<file path="src/rtl/load_unit_pkg.sv">
// Shared load-path definitions: load op codes, FSM encodings, the memory map
// ranges and the address/alignment legality check used at acceptance.
package load_unit_pkg;

   typedef enum logic [2:0] {
      LOAD_NONE = 3'd0,
      LOAD_W    = 3'd1,
      LOAD_H    = 3'd2,
      LOAD_HU   = 3'd3,
      LOAD_B    = 3'd4,
      LOAD_BU   = 3'd5
   } load_size_e;

   typedef enum logic [1:0] {
      LU_IDLE = 2'd0,
      LU_WAIT = 2'd1,
      LU_DONE = 2'd2
   } lu_state_e;

   // DM starts at address 0, so only its upper bound is ever compared.
   localparam logic [31:0] DM_MSA  = 32'h0000_2FFF;
   localparam logic [31:0] T0_LSA  = 32'h0000_7F00;
   localparam logic [31:0] T0_MSA  = 32'h0000_7F0B;
   localparam logic [31:0] T1_LSA  = 32'h0000_7F10;
   localparam logic [31:0] T1_MSA  = 32'h0000_7F1B;
   localparam logic [31:0] INT_LSA = 32'h0000_7F20;
   localparam logic [31:0] INT_MSA = 32'h0000_7F23;

   function automatic logic in_range(input logic [31:0] a, input logic [31:0] lo,
                                     input logic [31:0] hi);
      return (a >= lo) && (a <= hi);
   endfunction

   // AdEL: unmapped address, misaligned word/half, or a sub-word timer access.
   function automatic logic load_fault(input logic [31:0] a, input load_size_e op);
      logic timer;
      logic mapped;
      timer  = in_range(a, T0_LSA, T0_MSA) || in_range(a, T1_LSA, T1_MSA);
      mapped = (a <= DM_MSA) || timer || in_range(a, INT_LSA, INT_MSA);
      return !mapped
          || ((op == LOAD_W) && (a[1:0] != 2'b00))
          || (((op == LOAD_H) || (op == LOAD_HU)) && a[0])
          || (timer && (op != LOAD_W));
   endfunction

endpackage

</file>
<file path="src/rtl/load_unit_if.sv">
// Word-read channel between the load unit (master) and the system bridge (slave).
interface load_unit_if;
   logic        bus_rd_req;
   logic [31:0] bus_addr;
   logic        bus_rd_ack;
   logic [31:0] bus_rd_data;

   modport master (output bus_rd_req, bus_addr, input bus_rd_ack, bus_rd_data);
   modport slave  (input bus_rd_req, bus_addr, output bus_rd_ack, bus_rd_data);
endinterface

</file>
<file path="src/rtl/load_ext.sv">
// Selects the byte/half/word addressed by the load offset from a raw bus word
// and sign- or zero-extends it to 32 bits.
module load_ext
   import load_unit_pkg::*;
(
   input  logic [31:0] word,
   input  logic [1:0]  offset,
   input  load_size_e  op,
   output logic [31:0] data
);

   logic [7:0]  byte_sel;
   logic [15:0] half_sel;

   // NOTE: every output of a combinational block gets a default first, so no
   // path through the case can leave it unassigned and infer a latch.
   always_comb begin
      data     = '0;
      byte_sel = word[{offset, 3'b000} +: 8];
      half_sel = offset[1] ? word[31:16] : word[15:0];
      case (op)
         LOAD_W:  data = word;
         LOAD_H:  data = {{16{half_sel[15]}}, half_sel};
         LOAD_HU: data = {16'h0000, half_sel};
         LOAD_B:  data = {{24{byte_sel[7]}}, byte_sel};
         LOAD_BU: data = {24'h00_0000, byte_sel};
         default: data = '0;
      endcase
   end

endmodule

</file>
<file path="src/rtl/load_unit.sv">
// M-stage load unit: checks the address, issues one word read to the bridge,
// extends the returned data and presents a registered result with a valid pulse.
module load_unit
   import load_unit_pkg::*;
#(
   parameter int TIMEOUT = 16
) (
   input  logic        clk,
   input  logic        reset_n,
   input  logic        req,
   input  logic [31:0] addr,
   input  load_size_e  op,
   input  logic        flush,
   output logic        ready,
   output logic        stall,
   output logic [31:0] rdata,
   output logic        rvalid,
   output logic        exception,
   load_unit_if.master bus
);

   localparam int CW = (TIMEOUT > 2) ? $clog2(TIMEOUT) : 1;

   lu_state_e      state_q, state_d;
   logic [CW-1:0]  cnt_q;
   logic           drop_q;
   logic           exc_q;
   logic [1:0]     off_q;
   load_size_e     op_q;
   logic [31:0]    ext_data;
   logic           accept;
   logic           fault;
   logic           timed_out;

   load_ext u_ext (
      .word   (bus.bus_rd_data),
      .offset (off_q),
      .op     (op_q),
      .data   (ext_data)
   );

   always_comb begin
      state_d   = state_q;
      accept    = 1'b0;
      timed_out = 1'b0;
      fault     = load_fault(addr, op);
      case (state_q)
         LU_IDLE: begin
            if (req && (op != LOAD_NONE) && !flush) begin
               accept  = 1'b1;
               state_d = fault ? LU_DONE : LU_WAIT;
            end
         end
         LU_WAIT: begin
            // An ack in the final counted cycle still wins over the timeout.
            if (bus.bus_rd_ack || (cnt_q == CW'(TIMEOUT - 1))) begin
               timed_out = !bus.bus_rd_ack;
               state_d   = (drop_q || flush) ? LU_IDLE : LU_DONE;
            end
         end
         LU_DONE: state_d = LU_IDLE;
         default: state_d = LU_IDLE;
      endcase
   end

   // NOTE: all state is updated with non-blocking assignments so every flop
   // samples the pre-edge values regardless of statement order.
   always_ff @(posedge clk or negedge reset_n) begin
      if (!reset_n) begin
         state_q        <= LU_IDLE;
         cnt_q          <= '0;
         drop_q         <= 1'b0;
         exc_q          <= 1'b0;
         off_q          <= 2'b00;
         op_q           <= LOAD_NONE;
         rdata          <= '0;
         bus.bus_rd_req <= 1'b0;
         bus.bus_addr   <= '0;
      end else begin
         state_q        <= state_d;
         bus.bus_rd_req <= (state_d == LU_WAIT);
         if (accept) begin
            off_q        <= addr[1:0];
            op_q         <= op;
            bus.bus_addr <= {addr[31:2], 2'b00};
            exc_q        <= fault;
            drop_q       <= 1'b0;
            cnt_q        <= '0;
            if (fault) rdata <= '0;
         end else if (state_q == LU_WAIT) begin
            // The bridge read cannot be cancelled; a flush only drops the result.
            if (flush) drop_q <= 1'b1;
            if (state_d == LU_DONE) begin
               exc_q <= timed_out;
               rdata <= timed_out ? '0 : ext_data;
            end
            cnt_q <= cnt_q + CW'(1);
         end
      end
   end

   assign ready     = (state_q == LU_IDLE);
   assign stall     = req && !ready;
   assign rvalid    = (state_q == LU_DONE) && !flush;
   assign exception = rvalid && exc_q;

endmodule

</file>
<file path="src/flat_wrapper.sv">
// flat-port wrapper written by rule: the top's interface ports become plain ports
module load_unit_flat import load_unit_pkg::*;
#(
   parameter int TIMEOUT = 16
)
  (clk, reset_n, req, addr, op, flush, ready, stall, rdata, rvalid, exception, bus_bus_rd_req, bus_bus_addr, bus_bus_rd_ack, bus_bus_rd_data);
  load_unit_if bus_i ();
  input  logic clk;
  input  logic reset_n;
  input  logic req;
  input  logic [31:0] addr;
  input  load_size_e op;
  input  logic flush;
  output logic ready;
  output logic stall;
  output logic [31:0] rdata;
  output logic rvalid;
  output logic exception;
  output wire logic [$bits(bus_i.bus_rd_req)-1:0] bus_bus_rd_req;
  output wire logic [$bits(bus_i.bus_addr)-1:0] bus_bus_addr;
  input wire logic [$bits(bus_i.bus_rd_ack)-1:0] bus_bus_rd_ack;
  input wire logic [$bits(bus_i.bus_rd_data)-1:0] bus_bus_rd_data;
  assign bus_bus_rd_req = bus_i.bus_rd_req;
  assign bus_bus_addr = bus_i.bus_addr;
  assign bus_i.bus_rd_ack = bus_bus_rd_ack;
  assign bus_i.bus_rd_data = bus_bus_rd_data;
  load_unit #(.TIMEOUT(TIMEOUT)) u_core (.clk(clk), .reset_n(reset_n), .req(req), .addr(addr), .op(op), .flush(flush), .ready(ready), .stall(stall), .rdata(rdata), .rvalid(rvalid), .exception(exception), .bus(bus_i));
endmodule
</file>
<file path="config.mk">
export PLATFORM = sky130hd
export DESIGN_NAME = load_unit_flat
export DESIGN_NICKNAME = d
export VERILOG_FILES = /design/src/rtl/load_unit_pkg.sv /design/src/rtl/load_unit_if.sv /design/src/rtl/load_ext.sv /design/src/rtl/load_unit.sv /design/src/flat_wrapper.sv
export SDC_FILE = /design/constraint.sdc
export NUM_CORES = 1
export LEC_CHECK = 0
export CAP_MARGIN = 20
export CORE_MARGIN = 3
export CORE_UTILIZATION = 45
export CTS_CLUSTER_SIZE = 24
export DETAILED_ROUTE_END_ITERATION = 7
export PLACE_DENSITY = 0.88
export SYNTH_ARGS = -nofsm -noshare
export SYNTH_HDL_FRONTEND = slang
export SYNTH_HIERARCHICAL = 1
export SYNTH_SLANG_ARGS = --single-unit
</file>
<file path="constraint.sdc">
create_clock -name clk -period 2.2 [get_ports clk]
set_input_delay 0.66 -clock clk [delete_from_list [all_inputs] [get_ports clk]]
set_output_delay 0.66 -clock clk [all_outputs]
set_load 0.02 [all_outputs]
</file>
Word-level counts from Yosys, hierarchy flattened
Cells that the tools add are included.

Latch bits: 0. Register bits after elaboration: 76. RAM bits: 0. ROM bits: 0. Memories kept: 0. Output and inout port bits: 69.

Equality and inequality tests: 15. $lt $le $gt $ge: 7. Mux-type cells: 24. Add/sub/neg operators: 1. Multipliers: 0. Shift operators: 1. Bitwise operators: 0. Div/mod/pow operators: 0. Reductions and logical operators: 33.

Operators by type and width (count): 32-bit two-way mux (5); 32-bit case mux with 5 select lines (1); 32-bit by 15-bit greater-or-equal comparator with 1-bit output, second input constant (3); 32-bit by 15-bit <= comparator with 1-bit output, second input constant (3); 32-bit by 14-bit <= comparator with 1-bit output, second input constant (1); 32-bit by 6-bit indexed part select with 8-bit output (1); 16-bit two-way mux (1); 3-bit by 2-bit equality test with 1-bit output, second input constant (4); 1-bit logical AND (11); 1-bit two-way mux (10); 1-bit logical OR (9); 2-bit two-way mux (4); 4-bit two-way mux (2); 2-bit nonzero test (4); 3-bit by 1-bit equality test with 1-bit output, second input constant (2); 3-bit equality test, second input constant (2); 4-bit by 1-bit adder with 4-bit output, second input constant (1); 2-bit by 1-bit equality test with 1-bit output, second input constant (2); 2-bit equality test, second input constant (2); 4-bit equality test, second input constant (1); 1-bit zero test (4); 2-bit case mux with 2 select lines (1); 2-bit AND reduction (2); 3-bit by 1-bit != test with 1-bit output, second input constant (1); other kinds (4) (4).

Longest topological paths before layout
Depth after elaboration: 16. Gate-level depth with buffers: 8. Gate-level depth less buffers: 6.

Modules after synthesis
The synthesis kept the hierarchy.

Modules (own cells, without submodules): load_unit (sequential area each 1901.8 sq um, area an instance 3136.8 sq um, cells an instance 321, instances 1); load_ext (sequential area each 0.0 sq um, area an instance 669.4 sq um, cells an instance 106, instances 1).

Least setup slack after synthesis
No wires, ideal clock.

Kind: input port to flip-flop. Start: in addr[6]. End: reg u_core.rdata[10]. Buffers on the path: 1. Slack: -99 ps. Stages: 5. Arrival time: 2178 ps. Library setup time: 121 ps. Path through: or4_1 -> or4_4 -> a31oi_4 -> buf_6 -> nor2_1.

Cells in the longest elaborated chain, start to end: 15. Elaborated cells between the ends (all ways): 25.

Ends and longest elaborated chain: from (decl) (RTL line flat_wrapper.sv:11) `input logic [31:0] addr;`; 32-bit by 15-bit greater-or-equal comparator with 1-bit output or 32-bit by 15-bit <= comparator with 1-bit output (tied branches) (RTL line load_unit_pkg.sv:31) `return (a >= lo) && (a <= hi);`; 1-bit logical AND (RTL line load_unit_pkg.sv:31); 1-bit logical OR (RTL line load_unit_pkg.sv:38) `timer = in_range(a, T0_LSA, T0_MSA) || in_range(a, T1_LSA, T1_MSA);`; 1-bit logical OR (2 in a row) (RTL line load_unit_pkg.sv:39) `mapped = (a <= DM_MSA) || timer || in_range(a, INT_LSA, INT_MSA);`; 1-bit zero test (RTL line load_unit_pkg.sv:40) `return !mapped`; 1-bit logical OR (RTL line load_unit_pkg.sv:41) `|| ((op == LOAD_W) && (a[1:0] != 2'b00))`; 1-bit logical OR (RTL line load_unit_pkg.sv:42) `|| (((op == LOAD_H) || (op == LOAD_HU)) && a[0])`; 1-bit logical OR (*) (RTL line load_unit_pkg.sv:43) `|| (timer && (op != LOAD_W));`; 2-bit two-way mux (RTL line load_unit.sv:51) `state_d = fault ? LU_DONE : LU_WAIT;`; 2-bit two-way mux (RTL line load_unit.sv:49) `if (req && (op != LOAD_NONE) && !flush) begin`; 2-bit case mux with 2 select lines (RTL line load_unit.sv:47) `case (state_q)`; 2-bit equality test (RTL line load_unit.sv:93) `if (state_d == LU_DONE) begin`; 2-bit nonzero test (no source line); 3-bit AND reduction (no source line) (*); to (signal assigned) (RTL line load_unit.sv:95) `rdata <= timed_out ? '0 : ext_data;`; to (decl) (RTL line load_unit.sv:16) `output logic [31:0] rdata,`.

Every way passes the cells marked *; elsewhere a longest branch is shown, timed or not. A chain may end at the register's enable or synchronous reset.

Worst setup path in the final report
Start: in req. End: reg u_core.cnt_q[2].

Cells in the longest elaborated chain, start to end: 5. Elaborated cells between the ends (all ways): 6.

Ends and longest elaborated chain: from (decl) (RTL line flat_wrapper.sv:10) `input logic req;`; 1-bit logical AND (*) (2 in a row) (RTL line load_unit.sv:49); 1-bit two-way mux (*) (RTL line load_unit.sv:49); 1-bit two-way mux (*) (RTL line load_unit.sv:47); 4-bit two-way mux or 2-bit nonzero test (tied branches); to (signal assigned) (RTL line load_unit.sv:97) `cnt_q <= cnt_q + CW'(1);`; to (decl) (RTL line load_unit.sv:25) `logic [CW-1:0] cnt_q;`.

Marked as above.

==> flow_metrics.py <==
metrics = {
    "worst_hold_path": {
        "hold_path_class": "input port to async pin",
    },
    "clock_network": {
        "cts_root_buf": "clkbuf_8",
        "clk_pin_slew_ns": 0.08,
        "cts_tree": "done",
        "htreeDepth": 3,
        "cts_buffer_depth": 2,
        "cts_buffers": 9,
        "clock_sinks": 76,
        "clk_latency_ns": 0.34,
    },
    "global_route": {
        "overflow": 0,
        "grt_antenna_before_repair": 0,
        "gr-usage-all-layers_pct": 25.59,
        "grt_max_degree": 40,
        "grt_pass1_vias": 4009,
        "grt_pass1_wl_um": 19800,
    },
    "detailed_routing": {
        "drc": 0,
        "antenna_left": 0,
        "dr_total_vias": 3916,
        "drt_iter0_markers": 338,
        "viasPerCell": 5.618,
        "detail_route.wl_per_cell_um": 17.60,
        "drt-pass1-iter-count": 5,
        "wirelength_um": 12260,
    },
    "floorplan": {
        "core_area_sq_um": 7968,
        "die-area_sq_um": 9597,
        "die_w_um": 97.97,
        "start_util_pct": 47.77,
        "num_io_pins": 141,
        "die_h_um": 97.97,
        "row_count": 32,
    },
    "synthesis": {
        "synthCells": 427,
        "yosys.area.top_type": "dfrtp_1",
        "synth_most_common_cell": "nand2_1",
        "yosysWarnings": 6,
        "synthTopCellsByCount": "nand2_1, dfrtp_1, nor2_1",
        "yosysSeqAreaShare_pct": 49.97,
        "synthTopCellsByArea": "dfrtp_1, nand2_1, a22oi_1",
        "synthArstFlopShare_pct": 100.0,
        "synth_edf_count": 0,
        "ys_seq_elements": 76,
        "ys.flop_type": "dfrtp_1",
        "synth.avg_cell_area_sq_um": 8.914,
        "synth.distinct_cells": 52,
        "synth_top_area_share_pct": 49.97,
        "synth_area_sq_um": 3806,
    },
    "placed_design": {
        "place_area_sq_um": 5487,
        "gp_congestion": 0.8885,
        "place_hpwl_um": 8926,
        "dp_slack_ns": -0.6891,
        "io_buffers": 138,
    },
    "critical_path": {
        "worstPathMaxFanout": 6,
        "timing.critical_path.cells": "clkdlybuf4s50_1, buf_4, nor4b_2, buf_4, o31a_1, nor2_1, o21ai_0, o21ai_0",
        "cp-end-kind": "register",
        "slowest_stage": "clkdlybuf4s50_1",
        "worstSetupStartpointType": "input port",
        "critPathBufInv": 3,
        "crit_family": "buffers and inverters",
        "path_class": "input port to register",
        "r2r_start": "u_core/op_q[0]",
        "worstPathRequired_ns": 2.42,
        "cpPeakStageDelay_ns": 0.47,
        "r2r_setup_slack_ns": 0.15,
        "r2r_cells": 6,
        "r2r_end": "u_core/rdata[5]",
        "cp.depth": 8,
        "arrival_ns": 2.36,
    },
    "power": {
        "p_leak_nw": 2.790,
        "max-vdd-ir-drop_mv": 0.4087,
        "power_mw": 3.862,
        "power_density_nw_per_um2": 663.0,
    },
    "final_layout": {
        "area_delta_synth_final_pct": 53.06,
        "design_area_sq_um": 5826,
        "diodes": 0,
        "nets": 663,
        "drive_above_1_share_pct": 15.29,
    },
    "timing": {
        "finalWorstPathRequiredPeriod_ns": 2.145,
        "setup_viol": 0,
        "hold_viol": 0,
        "holdWs_ns": 0.1727,
        "max_freq_mhz": 466.2,
        "fin_ws_ns": 0.05483,
        "fin_worst_skew_ns": 0.008189,
        "finalCritPeriodShare_pct": 97.51,
        "worst_pin_slew_ns": 0.7075,
        "drv_slew": 0,
        "slew_headroom_pct": 52.68,
    },
    "run": {
        "drv_cap": 0,
    },
    "status": {
        "outcome": "complete, no violations",
    },
}
layout make-up:
cell class                      instances  area [sq um]
Clock buffer                           13         158.9
Sequential cell                        76          1902
Fill cell                             541          2142
Multi-Input combinational cell        322          1828
Tap cell                              102         127.6
Inverter                                2         7.507
Clock inverter                          3         45.04
Timing Repair Buffer                  179          1757
routing by layer:
layer  vias to the layer above  track usage [%]  routed length (um)
li1                       1798                -                   -
met1                      1866            29.57                4510
met2                       219            45.08                6345
met3                        33            7.071                1111
met4                         0            9.691                 296
met5                         -                0                   0
worst reg2reg max path, cell delays in order, from the launching register on:
cell	delay, ns
dfrtp_1	0.43
inv_1	0.15
nor3_4	0.57
o21bai_1	0.39
a221o_1	0.26
a22oi_1	0.08
nor2_1	0.10
worst max-delay path by stage:
stage	start	to	slack, ns
detailed placement	addr[9]	u_core/rdata[9]	-0.69
global route	req	u_core/cnt_q[2]	-0.03
global placement	addr[14]	u_core/rdata[16]	-0.64
CTS	addr[13]	u_core/exc_q	0.003
floorplan	addr[6]	u_core/rdata[10]	-0.08
finish	req	u_core/cnt_q[2]	0.05
cell usage in the layout, fill, tap and decap left out, types with 7 or more instances in the layout:
cell type        Yosys  layout
a211oi_1             7       7
a221o_1              7       7
a22oi_1             32      32
buf_4                3      33
clkbuf_8             0      11
clkdlybuf4s50_1      0     106
dfrtp_1             76      76
dlygate4sd2_1        0      11
dlymetal6s2s_1       0       9
mux2i_1             11      11
nand2_1            139     138
nor2_1              53      52
o21a_1               8       8
o21ai_0             10       9
sequential cells by signal, indices dropped and copies added (netlist names):
signal / flops
u_core/bus.bus_addr: 30
u_core/bus.bus_rd_req: 1
u_core/cnt_q: 4
u_core/drop_q: 1
u_core/exc_q: 1
u_core/off_q: 2
u_core/op_q: 3
u_core/rdata: 32
u_core/state_q: 2
power by group:
group	total, mW	switching [mW]	internal [mW]	leakage, nW
logic	1.19	0.638	0.550	1.69
registers	1.59	0.0834	1.51	1.00
clock network	1.08	0.492	0.587	0.0959
metrics by stage:
stage / std cells / TNS [ns] / utilization, %
floorplan: 428 / -2.389 / -
global placement: 672 / -30.27 / 68.86
detailed placement: 672 / -32.67 / 68.86
CTS: 694 / 0 / 72.77
global route: 697 / -0.02838 / 73.12
finish: 697 / 0 / 73.12
kinds of logic after synthesis:
group                    after synthesis  synth area share (%)
AO/OA/AOI/OAI                         83                 17.09
flip-flops                            76                 49.97
adder cells (fa/ha/maj)                1                0.3287
other                                  1               0.09852
AND/OR/NAND/NOR                      223                 24.59
multiplexers                          13                 3.780
buffers and inverters                 30                 4.142
timing repair:
item	in CTS	in global routing
resized for setup	53	25
endpoints found under the setup margin	41	36
cloned	2	0
pin swaps	13	13
buffers inserted	4	3
hold buffers	0	0
No activity file was read; power rests on OpenSTA's default activity.
